### src/rtl/ultrasonic_ping_ctrl.sv
// Ping sequencer for the ultrasonic range finder: trigger pulse, echo tracking, timer and hold-off.
// Define PING_AUTO_EN to add the `auto` input for continuous back-to-back pings.
module ultrasonic_ping_ctrl #(
    parameter int TRIG_CYCLES    = 500,
    parameter int TICK_DIV       = 50,
    parameter int HOLDOFF_CYCLES = 3000000
) (
    input  logic        clk,
    input  logic        reset,
    input  logic        start,
`ifdef PING_AUTO_EN
    input  logic        auto,
`endif
    input  logic        echo,
    output logic        trig,
    output logic [12:0] timer,
    output logic        capture_clear,
    output logic        busy,
    output logic        done,
    output logic        timeout
);

    localparam int CNT_MAX = (TRIG_CYCLES > HOLDOFF_CYCLES) ? TRIG_CYCLES : HOLDOFF_CYCLES;
    localparam int CNT_W   = $clog2(CNT_MAX + 1);
    localparam int PRE_W   = (TICK_DIV > 1) ? $clog2(TICK_DIV) : 1;

    localparam logic [CNT_W-1:0] TRIG_LAST = CNT_W'(TRIG_CYCLES - 1);
    localparam logic [CNT_W-1:0] HOLD_LAST = CNT_W'(HOLDOFF_CYCLES - 1);
    localparam logic [PRE_W-1:0] PRE_LAST  = PRE_W'(TICK_DIV - 1);
    localparam logic [12:0]      TIMER_TOP = 13'h1FFF;

    localparam logic [2:0] S_IDLE    = 3'd0;
    localparam logic [2:0] S_TRIG    = 3'd1;
    localparam logic [2:0] S_WAIT    = 3'd2;
    localparam logic [2:0] S_MEASURE = 3'd3;
    localparam logic [2:0] S_HOLDOFF = 3'd4;

    logic [2:0]       state_reg, state_next;
    logic [CNT_W-1:0] cnt_reg, cnt_next;
    logic [PRE_W-1:0] pre_reg, pre_next;
    logic [12:0]      timer_reg, timer_next;
    logic             clear_reg, clear_next;
    logic             done_reg, done_next;
    logic             timeout_reg, timeout_next;
    logic [1:0]       echo_sync_reg;
    logic             echo_s;
    logic             launch;
    logic             tick;

`ifdef PING_AUTO_EN
    assign launch = start | auto;
`else
    assign launch = start;
`endif

    assign echo_s = echo_sync_reg[1];
    assign tick   = (pre_reg == PRE_LAST);

    // Raw echo is asynchronous to clk; two flops before any decision uses it.
    always_ff @(posedge clk) begin
        if (!reset) begin
            echo_sync_reg <= 2'b00;
        end else begin
            echo_sync_reg <= {echo_sync_reg[0], echo};
        end
    end

    always_comb begin
        state_next   = state_reg;
        cnt_next     = cnt_reg;
        pre_next     = pre_reg;
        timer_next   = timer_reg;
        clear_next   = 1'b0;
        done_next    = 1'b0;
        timeout_next = 1'b0;
        case (state_reg)
            S_IDLE: begin
                timer_next = 13'd0;
                if (launch) begin
                    state_next = S_TRIG;
                    cnt_next   = '0;
                    clear_next = 1'b1;
                end
            end
            S_TRIG: begin
                if (cnt_reg == TRIG_LAST) begin
                    state_next = S_WAIT;
                    timer_next = 13'd0;
                    pre_next   = '0;
                end else begin
                    cnt_next = cnt_reg + 1'b1;
                end
            end
            S_WAIT, S_MEASURE: begin
                if (state_reg == S_MEASURE && !echo_s) begin
                    // Echo ended: freeze the timer at its current value.
                    state_next = S_HOLDOFF;
                    cnt_next   = '0;
                    done_next  = 1'b1;
                end else begin
                    if (state_reg == S_WAIT && echo_s) begin
                        state_next = S_MEASURE;
                    end
                    if (tick) begin
                        pre_next = '0;
                        if (timer_reg != TIMER_TOP) begin
                            timer_next = timer_reg + 13'd1;
                        end
                        if (timer_reg == TIMER_TOP - 13'd1) begin
                            state_next   = S_HOLDOFF;
                            cnt_next     = '0;
                            timeout_next = 1'b1;
                        end
                    end else begin
                        pre_next = pre_reg + 1'b1;
                    end
                end
            end
            S_HOLDOFF: begin
                if (cnt_reg == HOLD_LAST) begin
                    state_next = S_IDLE;
                    timer_next = 13'd0;
                end else begin
                    cnt_next = cnt_reg + 1'b1;
                end
            end
            default: begin
                state_next = S_IDLE;
                timer_next = 13'd0;
            end
        endcase
    end

    always_ff @(posedge clk) begin
        if (!reset) begin
            state_reg   <= S_IDLE;
            cnt_reg     <= '0;
            pre_reg     <= '0;
            timer_reg   <= 13'd0;
            clear_reg   <= 1'b0;
            done_reg    <= 1'b0;
            timeout_reg <= 1'b0;
        end else begin
            state_reg   <= state_next;
            cnt_reg     <= cnt_next;
            pre_reg     <= pre_next;
            timer_reg   <= timer_next;
            clear_reg   <= clear_next;
            done_reg    <= done_next;
            timeout_reg <= timeout_next;
        end
    end

    assign trig          = (state_reg == S_TRIG);
    assign busy          = (state_reg != S_IDLE);
    assign timer         = timer_reg;
    assign capture_clear = clear_reg;
    assign done          = done_reg;
    assign timeout       = timeout_reg;

endmodule
### config.mk
export PLATFORM = sky130hd
export DESIGN_NAME = ultrasonic_ping_ctrl
export DESIGN_NICKNAME = d
export VERILOG_FILES = /design/src/rtl/ultrasonic_ping_ctrl.sv
export SDC_FILE = /design/constraint.sdc
export NUM_CORES = 1
export LEC_CHECK = 0
export CAP_MARGIN = 0
export CORE_UTILIZATION = 35
export DETAILED_ROUTE_END_ITERATION = 8
export GPL_TIMING_DRIVEN = 1
export SLEW_MARGIN = 5
export SYNTH_ARGS = -nofsm -noshare
export SYNTH_HDL_FRONTEND = slang
export SYNTH_SLANG_ARGS = --single-unit
### constraint.sdc
create_clock -name clk -period 1.89 [get_ports clk]
set_input_delay 0.378 -clock clk [delete_from_list [all_inputs] [get_ports clk]]
set_output_delay 0.378 -clock clk [all_outputs]
set_load 0.02 [all_outputs]
After elaboration in Yosys (flattened, before gate mapping). Cells that the tools add are included.

Output and inout port bits: 18. Register bits: 49. Bits of input ports: 4. Logic and storage cells: 76.

Equal/unequal tests: 19. Mux-type cells: 28. Reductions and logical operators: 15. Bitwise gates (word level): 3. Add/sub/neg operators: 3.

Operators with widths (count): 22-bit two-way mux (6); 22-bit one-hot mux with 4 select lines (1); 13-bit two-way mux (5); 13-bit one-hot mux with 3 select lines (1); 22-bit by 1-bit adder with 22-bit output (second input constant) (1); 22-bit equality test (second input constant) (1); 22-bit by 9-bit equality test with 1-bit output (second input constant) (1); 3-bit two-way mux (7); 6-bit two-way mux (3); 2-bit != test (second input constant) (7); 13-bit by 1-bit adder with 13-bit output (second input constant) (1); 13-bit equality test (second input constant) (1); 13-bit != test (second input constant) (1); 3-bit one-hot mux with 4 select lines (1); 6-bit one-hot mux with 2 select lines (1); 6-bit by 1-bit adder with 6-bit output (second input constant) (1); 3-bit by 2-bit equality test with 1-bit output (second input constant) (2); 6-bit equality test (second input constant) (1); 3-bit != test (second input constant) (2); 3-bit AND reduction (2); 6-bit AND reduction (1); 5-bit AND reduction (1); 2-bit AND reduction (2); 4-bit nonzero test (1); other kinds (12) (17).

Longest topological paths before layout.
Depth after elaboration: 7. Gate-level depth with buffers: 9. Gate-level depth less buffers: 8.

Least setup slack after synthesis. No wires, ideal clock.

Path type: reg-to-reg. Start: reg cnt_reg[17]. End: reg state_reg[0]. Arrival: 1951 ps. Setup time: 116 ps. Required time: 1774 ps. Stages on the path, launching flop included: 8. Period minus slack after synthesis: 2067 ps. Path buffers: 1. Setup slack: -177 ps. Cell sequence: dfxtp_1 buf_6 or4_4 nor4_4 a31o_4 nand2_4 a311o_1 o211a_1.

Word-level cells in the longest chain between the ends: 3. Elaborated cells on any way between the ends: 5. Those cells by class: 4 x eq/ne; 1 x reduce/logical.

Ends and longest elaborated chain: start: declaration (line 39) `logic [CNT_W-1:0] cnt_reg, cnt_next;`; start signal: assignment (line 145) `cnt_reg <= cnt_next;`; 22-bit equality test / 22-bit by 9-bit equality test with 1-bit output (equally long branches) (line 120, 86); 2-bit != test (no source line) / 2-bit by 1-bit != test with 1-bit output (equally long branches); 3-bit AND reduction (no source line) (*); end signal: assignment (line 144) `state_reg <= state_next;`; end: declaration (line 38) `logic [2:0] state_reg, state_next;`.

Mark *: on every way between the ends. The rest lies on a longest branch, timed or not. A chain may end at the register's enable or synchronous reset.

Final worst setup path.
Start: reg cnt_reg[12]. End: reg cnt_reg[12].

Word-level cells in the longest chain between the ends: 3. Elaborated cells on any way between the ends: 9. Those cells by class: 1 x add/sub; 4 x eq/ne; 3 x mux; 1 x reduce/logical.

Ends and longest elaborated chain: 22-bit by 1-bit adder with 22-bit output, or another cell as far along (line 91, 124); 22-bit two-way mux, or another cell as far along (line 120) `if (cnt_reg == HOLD_LAST) begin`; 22-bit one-hot mux with 4 select lines / 6-bit AND reduction (equally long branches).

Several ways; a longest one is shown, not always the timed one. The select of a mux whose other input is x is not followed.

==> qor.yml <==
synthesis:
  synth_edf_count: 0
  avgSynthCellArea_um2: 8.25
  netlist_instances: 332
  synth_area_um2: 2740
  synthTopCellsByCount: "49 x dfxtp_1, 37 x nand2_1, 25 x nor2_1, 24 x nand3_1, 20 x a21oi_1"
  synthArstFlopShare_pct: 0
  ys_warn_count: 0
  synth.top_cell.area_share_pct: 35.8
  yosys.area.top_type: "dfxtp_1"
  synth_cell_types: 58
  synth_most_common_cell: "dfxtp_1"
  ys_seq_area_share_pct: 35.8
  synth_top_cells_by_area: "dfxtp_1 36%, nand2_1 5.1%, nand3_1 4.4%, a31oi_1 3.9%, a21oi_1 3.7%"
  synthesis.nets: 341
  synth-seq-cells: 49
  synth_flop_cell: "dfxtp_1"
die:
  pin_count: 22
  fp.dieArea_um2: 8180
  die_w_um: 90.5
  start_util_pct: 37.0
  coreArea_um2: 7410
  num_rows: 31
  die-height_um: 90.5
placement:
  gp_congestion: 0.839
  post-dp-hpwl_um: 5550
  place_inst: 501
  numPortBuffers: 21
timing:
  holdWs_ns: 0.446
  finalHoldViolCount: 0
  period_share_pct: 113
  worst_slack_ns: -0.243
  rsz0062_at_grt: "yes"
  final_max_slew_viol_count: 0
  fmax_mhz: 469
  setup_viol: 42
  worst_pin_slew_ns: 0.663
  post-route-min-period_ns: 2.13
  slew_headroom_pct: 55.2
  clock_skew_ns: 0.00962
clocking:
  clkSlewWorstSetupHoldPaths_ns: 0.09
  clk_latency_ns: 0.30
  cts.sinks: 49
  numCtsBuffers: 5
  clockBufferDepth: 2
  root_buffer: "clkbuf_8"
  tritoncts: "built"
  hold_buffers: 0
  cts_max_level: 2
global_route:
  grt_pass1_wl_um: 12900
  antenna_found_initial: 0
  grt_pass1_vias: 2707
  grt-ovfl-total: 0
  grt_max_degree: 29
  grtUsageTotal_pct: 19.2
setup_path:
  critPathRequiredTime_ns: 2.07
  crit_path_start: "cnt_reg[12]$_SDFFE_PN0P_"
  r2r_slack_ns: -0.24
  rr_worst_depth: 7
  path_max_fanout: 6
  startpoint_type: "register"
  arrival_ns: 2.31
  crit_end: "cnt_reg[12]$_SDFFE_PN0P_"
  cp-end-kind: "register"
  r2r_start: "cnt_reg[12]$_SDFFE_PN0P_"
  setup.worst_path.class: "register to register"
  worstReg2RegEnd: "cnt_reg[12]$_SDFFE_PN0P_"
routing:
  totalWireLength_um: 7760
  routed_via_density: 5.56
  post-route-drc-count: 0
  route.vias.total: 2875
  ant_nets: 0
  wl_per_cell_um: 15.0
  drt_pass1_iterations: 4
  dr.first_iter.drc_count: 114
run:
  maxCapViolCount: 0
pwr:
  ir_drop_mv: 0.281
  power_mw: 2.28
  powerDensity_nw_per_um2: 589
  static-leakage-power_nw: 1.47
min_path:
  hold_depth: 3
  min_path_type: "input port to register"
run_status:
  violations: "setup timing"
  status: "complete, but fails checks"
final_layout:
  largest_register_ff_count: 22
  final_cells: 517
  drive_gt1_share_pct: 32.3
  nets: 427
  fin_util_pct: 52.3
  syn2layout_area_growth_pct: 41.6
  antenna-diode-count: 0
[worst max-delay path: stages, from the launching register on]
cell	delay [ns]
dfxtp_2	0.33
or4_4	0.57
nor4_4	0.32
a31oi_2	0.17
o2bb2ai_4	0.27
buf_6	0.17
o211ai_1	0.10
o41ai_2	0.09
[cells by family (layout without fill, tap and decap cells)]
family                   Yosys count  count (layout)  synth area share, %
adder cells (fa/ha/maj)            5               5                 2.28
flip-flops                        49              49                 35.8
buffers and inverters             26             112                 5.07
AO/OA/AOI/OAI                    100             100                 26.2
AND/OR/NAND/NOR                  148             148                 29.2
multiplexers                       3               3                 1.10
XOR/XNOR                           1               1                0.320
[worst min-delay path by stage]
stage	startpoint	slack [ns]	endpoint
6_report	reset	0.45	timeout$_SDFF_PP0_
3_5_place_dp	echo_sync_reg[0]$_SDFF_PN0_	0.44	echo_sync_reg[1]$_SDFF_PN0_
5_1_grt	reset	0.46	state_reg[0]$_SDFFE_PN0P_
4_1_cts	reset	0.45	timeout$_SDFF_PP0_
2_1_floorplan	echo_sync_reg[0]$_SDFF_PN0_	0.41	echo_sync_reg[1]$_SDFF_PN0_
3_3_place_gp	echo_sync_reg[0]$_SDFF_PN0_	0.43	echo_sync_reg[1]$_SDFF_PN0_
[power breakdown]
part	leakage [nW]	switching [mW]	internal (mW)
combinational	1.01	0.268	0.227
clock	0.0540	0.354	0.385
sequential	0.400	0.00564	1.04
total	1.47	0.628	1.66
[timing repair]
action,4_1_cts,5_1_grt
setup endpoints to repair,44,45
buffers inserted,5,6
gates resized for setup,30,20
hold endpoints to repair,0,0
pin swaps,28,10
[placed cells by master, fill, tap and decap left out, types with 3 or more instances in the layout]
master,synthesis,routed
a31oi_1,17,13
clkbuf_8,0,5
nor3_1,8,6
nand2b_1,4,4
o32ai_2,0,4
inv_1,9,9
dfxtp_2,0,8
clkdlybuf4s50_1,0,18
nand2_1,37,37
o31ai_1,9,9
dfxtp_1,49,41
buf_6,4,11
mux2i_1,3,3
or4_4,1,3
a21oi_2,0,8
and4_1,3,3
o211ai_1,11,11
and3_1,9,9
o21ai_0,13,12
a21oi_1,20,12
and2_1,6,6
nand4_1,8,8
o32ai_1,7,3
buf_4,2,63
nor2b_1,5,5
ha_1,5,5
nor2_1,25,25
or3_1,3,3
nand3_1,24,23
[metal layers]
layer / vias to the layer above / GRT usage, % / wire length, um
met3: 14 / 3.62 / 320
li1: 1425 / - / -
met4: 0 / 6.45 / 154
met5: - / 0 / 0
met2: 77 / 31.3 / 3660
met1: 1359 / 25.3 / 3620
[cell type report]
type                            count  area [um2]
Clock buffer                        5        68.8
Clock inverter                      2        35.0
Fill cell                         708        3530
Inverter                            9        33.8
Multi-Input combinational cell    257        1810
Sequential cell                    49         991
Tap cell                           99         124
Timing Repair Buffer               96         816
[through the flow]
step                instance area [um2]  setup TNS [ns]  setup slack (ns)
finish                             3880           -7.08            -0.243
global route                       3880          -11.02            -0.348
CTS                                3740           -6.59            -0.211
detailed placement                 3490           -5.74            -0.206
global placement                   3490           -4.08            -0.151
floorplan                          2770           -2.72            -0.160
No activity file was read; power rests on OpenSTA's default activity.
